### src/rtl/systolic_ctrl_if.sv
// Command, status, feed-schedule and result-drain signals between the
// systolic array controller and its host, operand feeders and result mux.
interface systolic_ctrl_if #(
  parameter int N      = 4,
  parameter int K_BITS = 8
);
  localparam int RW = (N > 1) ? $clog2(N) : 1;

  logic              start;
  logic [K_BITS-1:0] k_len;
  logic              busy;
  logic              done;
  logic              array_clr;
  logic [K_BITS:0]   feed_cnt;
  logic [N-1:0]      row_valid;
  logic [N-1:0]      col_valid;
  // Result port: a row transfers on every rising edge where res_valid and
  // res_ready are both high; res_valid never depends on res_ready and, once
  // raised, holds with res_row stable until that transfer happens.
  logic              res_valid;
  logic              res_ready;
  logic [RW-1:0]     res_row;
  logic [2:0]        state;

  modport master (
    output start, k_len, res_ready,
    input  busy, done, array_clr, feed_cnt, row_valid, col_valid,
    input  res_valid, res_row, state
  );

  modport slave (
    input  start, k_len, res_ready,
    output busy, done, array_clr, feed_cnt, row_valid, col_valid,
    output res_valid, res_row, state
  );
endinterface

### src/rtl/systolic_ctrl.sv
// Sequencer for an NxN output-stationary systolic MAC array: clears the PEs,
// drives the skewed west/north feed schedule, then drains result rows.
module systolic_ctrl #(
  parameter int N      = 4,
  parameter int K_BITS = 8
) (
  input  logic           clk,
  input  logic           rst,
  systolic_ctrl_if.slave bus
);
  localparam int RW = (N > 1) ? $clog2(N) : 1;
  localparam int CW = K_BITS + 1;
  localparam int XW = K_BITS + 2;

  typedef enum logic [2:0] {
    IDLE  = 3'd0,
    CLEAR = 3'd1,
    FEED  = 3'd2,
    DRAIN = 3'd3,
    DONE  = 3'd4
  } state_t;

  state_t            state;
  state_t            state_nxt;
  logic [K_BITS-1:0] k_reg;
  logic [K_BITS-1:0] k_nxt;
  logic [CW-1:0]     feed_cnt_r;
  logic [CW-1:0]     feed_nxt;
  logic [RW-1:0]     row_r;
  logic [RW-1:0]     row_nxt;
  logic [CW-1:0]     term;
  logic              feed_last;
  logic              last_row;
  logic              row_hs;
  logic [N-1:0]      lane_nxt;

  logic              busy_r;
  logic              done_r;
  logic              clr_r;
  logic [N-1:0]      row_valid_r;
  logic [N-1:0]      col_valid_r;
  logic              res_valid_r;

  // Last feed index K+2N-3; one extra bit keeps K = 2^K_BITS-1 from wrapping.
  assign term      = CW'(k_reg) + CW'(2 * N - 3);
  assign feed_last = (feed_cnt_r == term);
  assign last_row  = (row_r == RW'(N - 1));
  assign row_hs    = (state == DRAIN) && bus.res_ready;

  always_ff @(posedge clk or posedge rst) begin
    if (rst) begin
      state <= IDLE;
    end else begin
      state <= state_nxt;
    end
  end

  always_comb begin
    state_nxt = state;
    k_nxt     = k_reg;
    feed_nxt  = feed_cnt_r;
    row_nxt   = row_r;
    unique case (state)
      IDLE: begin
        if (bus.start) begin
          state_nxt = CLEAR;
          k_nxt     = bus.k_len;
        end
      end
      CLEAR: begin
        feed_nxt = '0;
        if (k_reg != '0) begin
          state_nxt = FEED;
        end else begin
          state_nxt = DRAIN;
          row_nxt   = '0;
        end
      end
      FEED: begin
        if (feed_last) begin
          state_nxt = DRAIN;
          row_nxt   = '0;
        end else begin
          feed_nxt = feed_cnt_r + CW'(1);
        end
      end
      DRAIN: begin
        if (row_hs) begin
          if (last_row) begin
            state_nxt = DONE;
          end else begin
            row_nxt = row_r + RW'(1);
          end
        end
      end
      DONE: begin
        state_nxt = IDLE;
      end
      default: begin
        state_nxt = IDLE;
      end
    endcase
  end

  // Lane i carries operand index t-i, so it is live for i <= t < i+K.
  always_comb begin
    lane_nxt = '0;
    for (int i = 0; i < N; i++) begin
      lane_nxt[i] = (state_nxt == FEED) &&
                    (XW'(feed_nxt) >= XW'(i)) &&
                    (XW'(feed_nxt) < (XW'(i) + XW'(k_nxt)));
    end
  end

  // Outputs are registered from next-state values so they switch cleanly
  // with the state register and never see res_ready or start combinationally.
  always_ff @(posedge clk or posedge rst) begin
    if (rst) begin
      k_reg       <= '0;
      feed_cnt_r  <= '0;
      row_r       <= '0;
      busy_r      <= 1'b0;
      done_r      <= 1'b0;
      clr_r       <= 1'b0;
      row_valid_r <= '0;
      col_valid_r <= '0;
      res_valid_r <= 1'b0;
    end else begin
      k_reg       <= k_nxt;
      feed_cnt_r  <= feed_nxt;
      row_r       <= row_nxt;
      busy_r      <= (state_nxt != IDLE);
      done_r      <= (state_nxt == DONE);
      clr_r       <= (state_nxt == CLEAR);
      row_valid_r <= lane_nxt;
      col_valid_r <= lane_nxt;
      res_valid_r <= (state_nxt == DRAIN);
    end
  end

  assign bus.busy      = busy_r;
  assign bus.done      = done_r;
  assign bus.array_clr = clr_r;
  assign bus.feed_cnt  = feed_cnt_r;
  assign bus.row_valid = row_valid_r;
  assign bus.col_valid = col_valid_r;
  assign bus.res_valid = res_valid_r;
  assign bus.res_row   = row_r;
  assign bus.state     = state;
endmodule

### src/flat_wrapper.sv
// flat-port wrapper written by rule: the top's interface ports become plain ports
module systolic_ctrl_flat 
#(
  parameter int N      = 4,
  parameter int K_BITS = 8
)
  (clk, rst, bus_start, bus_k_len, bus_res_ready, bus_busy, bus_done, bus_array_clr, bus_feed_cnt, bus_row_valid, bus_col_valid, bus_res_valid, bus_res_row, bus_state);
  systolic_ctrl_if #(.N(N), .K_BITS(K_BITS)) bus_i ();
  input  logic clk;
  input  logic rst;
  input wire logic [$bits(bus_i.start)-1:0] bus_start;
  input wire logic [$bits(bus_i.k_len)-1:0] bus_k_len;
  input wire logic [$bits(bus_i.res_ready)-1:0] bus_res_ready;
  output wire logic [$bits(bus_i.busy)-1:0] bus_busy;
  output wire logic [$bits(bus_i.done)-1:0] bus_done;
  output wire logic [$bits(bus_i.array_clr)-1:0] bus_array_clr;
  output wire logic [$bits(bus_i.feed_cnt)-1:0] bus_feed_cnt;
  output wire logic [$bits(bus_i.row_valid)-1:0] bus_row_valid;
  output wire logic [$bits(bus_i.col_valid)-1:0] bus_col_valid;
  output wire logic [$bits(bus_i.res_valid)-1:0] bus_res_valid;
  output wire logic [$bits(bus_i.res_row)-1:0] bus_res_row;
  output wire logic [$bits(bus_i.state)-1:0] bus_state;
  assign bus_i.start = bus_start;
  assign bus_i.k_len = bus_k_len;
  assign bus_i.res_ready = bus_res_ready;
  assign bus_busy = bus_i.busy;
  assign bus_done = bus_i.done;
  assign bus_array_clr = bus_i.array_clr;
  assign bus_feed_cnt = bus_i.feed_cnt;
  assign bus_row_valid = bus_i.row_valid;
  assign bus_col_valid = bus_i.col_valid;
  assign bus_res_valid = bus_i.res_valid;
  assign bus_res_row = bus_i.res_row;
  assign bus_state = bus_i.state;
  systolic_ctrl #(.N(N), .K_BITS(K_BITS)) u_core (.clk(clk), .rst(rst), .bus(bus_i));
endmodule
### config.mk
export PLATFORM = sky130hd
export DESIGN_NAME = systolic_ctrl_flat
export DESIGN_NICKNAME = d
export VERILOG_FILES = /design/src/rtl/systolic_ctrl_if.sv /design/src/rtl/systolic_ctrl.sv /design/src/flat_wrapper.sv
export SDC_FILE = /design/constraint.sdc
export NUM_CORES = 1
export LEC_CHECK = 0
export ABC_CLOCK_PERIOD_IN_PS = 7100
export BUFFER_PORTS_ARGS = -buffer_cell sky130_fd_sc_hd__buf_2
export CORE_MARGIN = 10
export CORE_UTILIZATION = 63
export CTS_CLUSTER_SIZE = 24
export DETAILED_ROUTE_END_ITERATION = 10
export GPL_ROUTABILITY_DRIVEN = 0
export PLACE_DENSITY = 0.82
export SLEW_MARGIN = 15
export SYNTH_ARGS = -nofsm -noshare
export SYNTH_HDL_FRONTEND = slang
export SYNTH_SLANG_ARGS = --single-unit
### constraint.sdc
create_clock -name clk -period 7.1 [get_ports clk]
set_clock_uncertainty 0.1 [all_clocks]
set_input_delay 1.065 -clock clk [delete_from_list [all_inputs] [get_ports clk]]
set_output_delay 1.065 -clock clk [all_outputs]
set_load 0.1 [all_outputs]
After elaboration in Yosys (flattened, before gate mapping):

Index checks and enable logic that the tools add are counted.

* flip-flop bits (word level): 30
* bits of input ports: 12
* output and inout port bits: 26
* word-level logic and storage cells: 63

* $add $sub $neg: 6
* magnitude comparators: 7
* eq/ne operators: 13
* mux-type cells: 15
* reductions and logical operators: 13

Operators by type and width (count)
* < comparator 9 x 10 -> 1 bit: 3
* adder 2 x 8 -> 9 bit (first input constant): 2
* >= comparator 9 x 2 -> 1 bit (second input constant): 2
* one-hot mux 9 bit (2 select lines): 1
* two-way mux 8 bit: 2
* == test 3 x 2 -> 1 bit (second input constant): 4
* two-way mux 3 bit: 4
* one-hot mux 3 bit (4 select lines): 1
* adder 1 x 8 -> 9 bit (first input constant): 1
* adder 8 x 3 -> 9 bit (second input constant): 1
* adder 9 x 1 -> 9 bit (second input constant): 1
* == test 9 bit: 1
* >= comparator 9 x 1 -> 1 bit (second input constant): 1
* < comparator 9 x 8 -> 1 bit: 1
* two-way mux 9 bit: 1
* logical AND 1 bit: 8
* two-way mux 2 bit: 4
* nonzero test 8 bit: 1
* == test 3 x 1 -> 1 bit (second input constant): 2
* one-hot mux 2 bit (3 select lines): 1
* nonzero test 3 bit: 2
* AND reduction 5 bit: 1
* != test 2 x 1 -> 1 bit (second input constant): 2
* != test 2 bit (second input constant): 2
* 5 further kinds: 5

Logic depth before layout (Yosys ltp):

* word-level depth: 7
* depth in mapped cells: 16
* gate-level depth less buffers: 14

Least setup slack after synthesis:

OpenSTA, ideal clock, no wires.

* path type: register -> register
* start point: register u_core.feed_cnt_r[6] (netlist: u_core.bus.feed_cnt[6])
* end point: register u_core.row_valid_r[1] (netlist: u_core.bus.row_valid[1])
* library setup time: 0.094 ns
* arrival: 4.480 ns
* data required time: 6.906 ns
* setup slack: 2.426 ns
* stages on the path, launching flop included: 14
* buffers on the path: 1
* period minus slack after synthesis: 4.674 ns
* cell sequence: dfrtp_1 xor2_1 or4_1 a211o_1 a311o_1 buf_6 o21ai_0 mux2i_1 ha_1 or2_2 a21oi_1 a21oi_1 maj3_1 a221oi_2

* longest elaborated chain between the ends: 6
* elaborated cells on any way between the ends: 11
* those cells by class: 1 x add/sub; 2 x order compare; 2 x eq/ne; 4 x mux; 2 x reduce/logical

Ends and longest elaborated chain
* from (decl): line systolic_ctrl.sv:27 `logic [CW-1:0] feed_cnt_r;`
* from (signal assigned): line systolic_ctrl.sv:130 `feed_cnt_r <= feed_nxt;`
* == test 9 bit (*): line systolic_ctrl.sv:46 `assign feed_last = (feed_cnt_r == term);`
* two-way mux 9 bit (*): line systolic_ctrl.sv:80 `if (feed_last) begin`
* one-hot mux 9 bit (2 select lines) (*): line systolic_ctrl.sv:63 `unique case (state)`
* via u_core.feed_nxt[1]: line systolic_ctrl.sv:28 `logic [CW-1:0] feed_nxt;`
* >= comparator 9 x 1 -> 1 bit: line systolic_ctrl.sv:110 `(XW'(feed_nxt) >= XW'(i)) &&`
* logical AND 1 bit: line systolic_ctrl.sv:109 `lane_nxt[i] = (state_nxt == FEED) &&`
* logical AND 1 bit (*): line systolic_ctrl.sv:110
* via u_core.lane_nxt[1]: line systolic_ctrl.sv:35 `logic [N-1:0] lane_nxt;`
* to (signal assigned): line systolic_ctrl.sv:135 `row_valid_r <= lane_nxt;`
* to (decl): line systolic_ctrl.sv:40 `logic [N-1:0] row_valid_r;`

Mark *: on every way through the listed nets, which the timed path passes. The rest lies on a longest branch.
A chain may end at the register's enable or synchronous reset.

Worst setup path in the final report:

* start point: register u_core.k_reg[0]
* end point: register u_core.row_valid_r[3] (netlist: u_core.bus.row_valid[3])

* longest elaborated chain between the ends: 7
* elaborated cells on any way between the ends: 16
* those cells by class: 2 x add/sub; 2 x order compare; 2 x eq/ne; 7 x mux; 3 x reduce/logical

Ends and longest elaborated chain
* from (decl): line systolic_ctrl.sv:25 `logic [K_BITS-1:0] k_reg;`
* from (signal assigned): line systolic_ctrl.sv:129 `k_reg <= k_nxt;`
* adder 8 x 3 -> 9 bit (*): line systolic_ctrl.sv:45 `assign term = CW'(k_reg) + CW'(2 * N - 3);`
* == test 9 bit (*): line systolic_ctrl.sv:46
* two-way mux 9 bit (*): line systolic_ctrl.sv:80
* one-hot mux 9 bit (2 select lines) (*): line systolic_ctrl.sv:63
* via u_core.feed_nxt[6]: line systolic_ctrl.sv:28
* >= comparator 9 x 2 -> 1 bit: line systolic_ctrl.sv:110
* logical AND 1 bit: line systolic_ctrl.sv:109
* logical AND 1 bit (*): line systolic_ctrl.sv:110
* via u_core.lane_nxt[3]: line systolic_ctrl.sv:35

Marked as above.

==> impl_metrics.ini <==
[status]
status = complete, no violations

[setup_path]
crit_arrival_ns = 4.42
cp-end-kind = register
crit_path_max_fanout = 12
crit_chain = ha_1 -> or4_1 -> a211o_1 -> a311o_1 -> o21ai_0 -> xor2_1 -> nor2_1 -> ha_1 -> a21o_1 -> a21o_1 -> a21oi_1 -> o311ai_0 -> a211oi_1
max_stage_delay_ns = 0.55
cp_slowest_cell = or4_1
critPathLaunchType = register
cp.required_ns = 7.19
critPathKind = register to register

[placement]
io_buffers = 37
dp_hpwl_um = 5780
dpl_cell_area_sq_um = 3010
pre_cts_slack_ns = 2.61

[finish]
largest_reg_flops = 9
syn_to_final_growth_pct = 11.3
fin_area_sq_um = 3160
final_nets = 397
num_antenna_cells = 0
drive_gt1_frac = 0.177

[sta]
period_minus_slack_ns = 4.33
hold_violations = 0
rsz0062_at_grt = false
finalWorstSetupSlack_ns = 2.77
tightest_slew_ns = 0.795
setup_viol = 0
setup_tns_ns = 0
slew_violations = 0
max_freq_mhz = 231
worst_hold_slack_ns = 0.494
final.period_utilization = 0.610
max-slew-margin-rel = 0.465

[clock_network]
cts_hold_buf = 0
cts_buffers = 5
cts_htree_levels = 2
post_cts_resized = 0
tritoncts = built
clk_pin_slew_ns = 0.07
postCtsSetupBuffers = 0
clockBufferDepth = 2
ctsRootBufferMaster = clkbuf_8
cts.sinks = 30
insertion_delay_ns = 0.29

[logic_synthesis]
ys_seq_area_frac = 0.265
netlist_instances = 327
synth_edf_count = 0
synth_ff_type = dfrtp_1
syn_area_sq_um = 2840
synthesis.nets = 370
post_synth_num_cell_types = 64
syn_area_per_cell_sq_um = 8.67
synth-seq-cells = 30
synthArstFlopShare = 1.00
synth.area.top_cells = dfrtp_1, ha_1, xnor2_1
synth_largest_area_cell = dfrtp_1
yosys_warnings = 0
synth_top_area_frac = 0.265

[detailed_routing]
wirelength_um = 7600
drt_iter0_markers = 188
vias = 2581
ant_nets = 0
drc = 0
wl_per_cell_um = 18.7
first_pass_iters = 4
vias_per_cell = 6.34

[floorplanning]
die-area_sq_um = 7590
start_util = 0.651
core-area_sq_um = 4350
rows = 24
io_pins = 38
fp.dieH_um = 87.1
die_w_um = 87.1

[grt]
grt_pass1_wl_um = 12300
grt_use_total = 0.207
grt_pass1_vias = 2569
grt_max_degree = 31
gr-total-overflow = 0
antenna_found_initial = 0

[job]
maxCapViolations = 0

[min_path]
hold_class = register to register
[cell usage in the layout (no fill, tap or decap), types with 12 or more instances in the layout]
master	n
dfrtp_1	30
ha_1	31
nand2_1	23
a21oi_1	20
inv_1	18
xnor2_1	21
buf_2	37
nand3_1	13
nor2_1	22
mux2i_1	12
[critical path: cells and delay by family (launching register included)]
family | cells | cell delay (ns)
XOR/XNOR | 1 | 0.12
AO/OA/AOI/OAI | 8 | 2.01
flip-flops | 1 | 0.44
adder cells (fa/ha/maj) | 2 | 0.65
AND/OR/NAND/NOR | 2 | 0.92
[per-layer routing]
metal  wire [um]  part of all wire  GRT usage  vias up
li1            -                 -          -     1239
met5           0                 0          0        -
met1        2880              0.38      0.225     1211
met3         533             0.070     0.0487       37
met4         412             0.054      0.145        0
met2        3780              0.50      0.345       94
[cell usage after synthesis, types with 3 or more instances]
cell type   n
xnor2_1    21
clkbuf_1   12
nor4b_1     3
nor2b_1     3
a211oi_1    3
nand2b_1    4
nand2_1    23
o21ai_0     5
nor3_1      9
o31ai_1     3
nor2_1     22
maj3_1      3
buf_4       4
and2_1      5
dfrtp_1    30
nand3_1    13
nor4_1      3
inv_1      18
and3_1      4
a21o_1      7
or2_2       3
mux2i_1    12
mux2_2      3
a31oi_1     6
nand4_1     7
a21oi_1    20
ha_1       31
xor2_1      6
[cells by family (layout without fill, tap and decap cells)]
family | count (synthesis) | in the layout | share of synthesized area
compound gates | 69 | 69 | 0.174
flops | 30 | 30 | 0.265
xor+xnor | 27 | 27 | 0.0834
buf+inv | 40 | 68 | 0.0622
mux | 15 | 15 | 0.0543
fa+ha+maj | 34 | 34 | 0.147
simple gates | 112 | 112 | 0.214
[cell type report]
class                      count  area [sq um]
tap                           52          65.1
timing repair buffer          40           208
inverter                      20          75.1
fill                         337          1200
multi-input combinational    257          1920
clock inverter                 2          60.1
sequential                    30           751
clock buffer                   6          82.6
[final timing paths]
path,to,cells after the start,from,slack [ns]
max,u_core.bus.row_valid[3],13,u_core.k_reg[0],2.77
min,u_core.bus.res_row[1],1,u_core.bus.res_row[1],0.49
max reg2reg,u_core.bus.row_valid[3],13,u_core.k_reg[0],2.77
min reg2reg,u_core.bus.res_row[1],1,u_core.bus.res_row[1],0.49
max in group asynchronous,u_core.k_reg[0],3,rst,5.88
min in group asynchronous,u_core.bus.feed_cnt[2],3,rst,0.74
[metrics by stage]
step                      std cells   util
after detailed placement        399  0.692
after CTS                       407  0.725
after floorplan                 327      -
after global routing            407  0.725
final                           407  0.725
after global placement          399  0.692
Power is left out: the tool's default activity adds up to more than one toggle a clock period on the data nets, which glitch-free logic cannot reach.
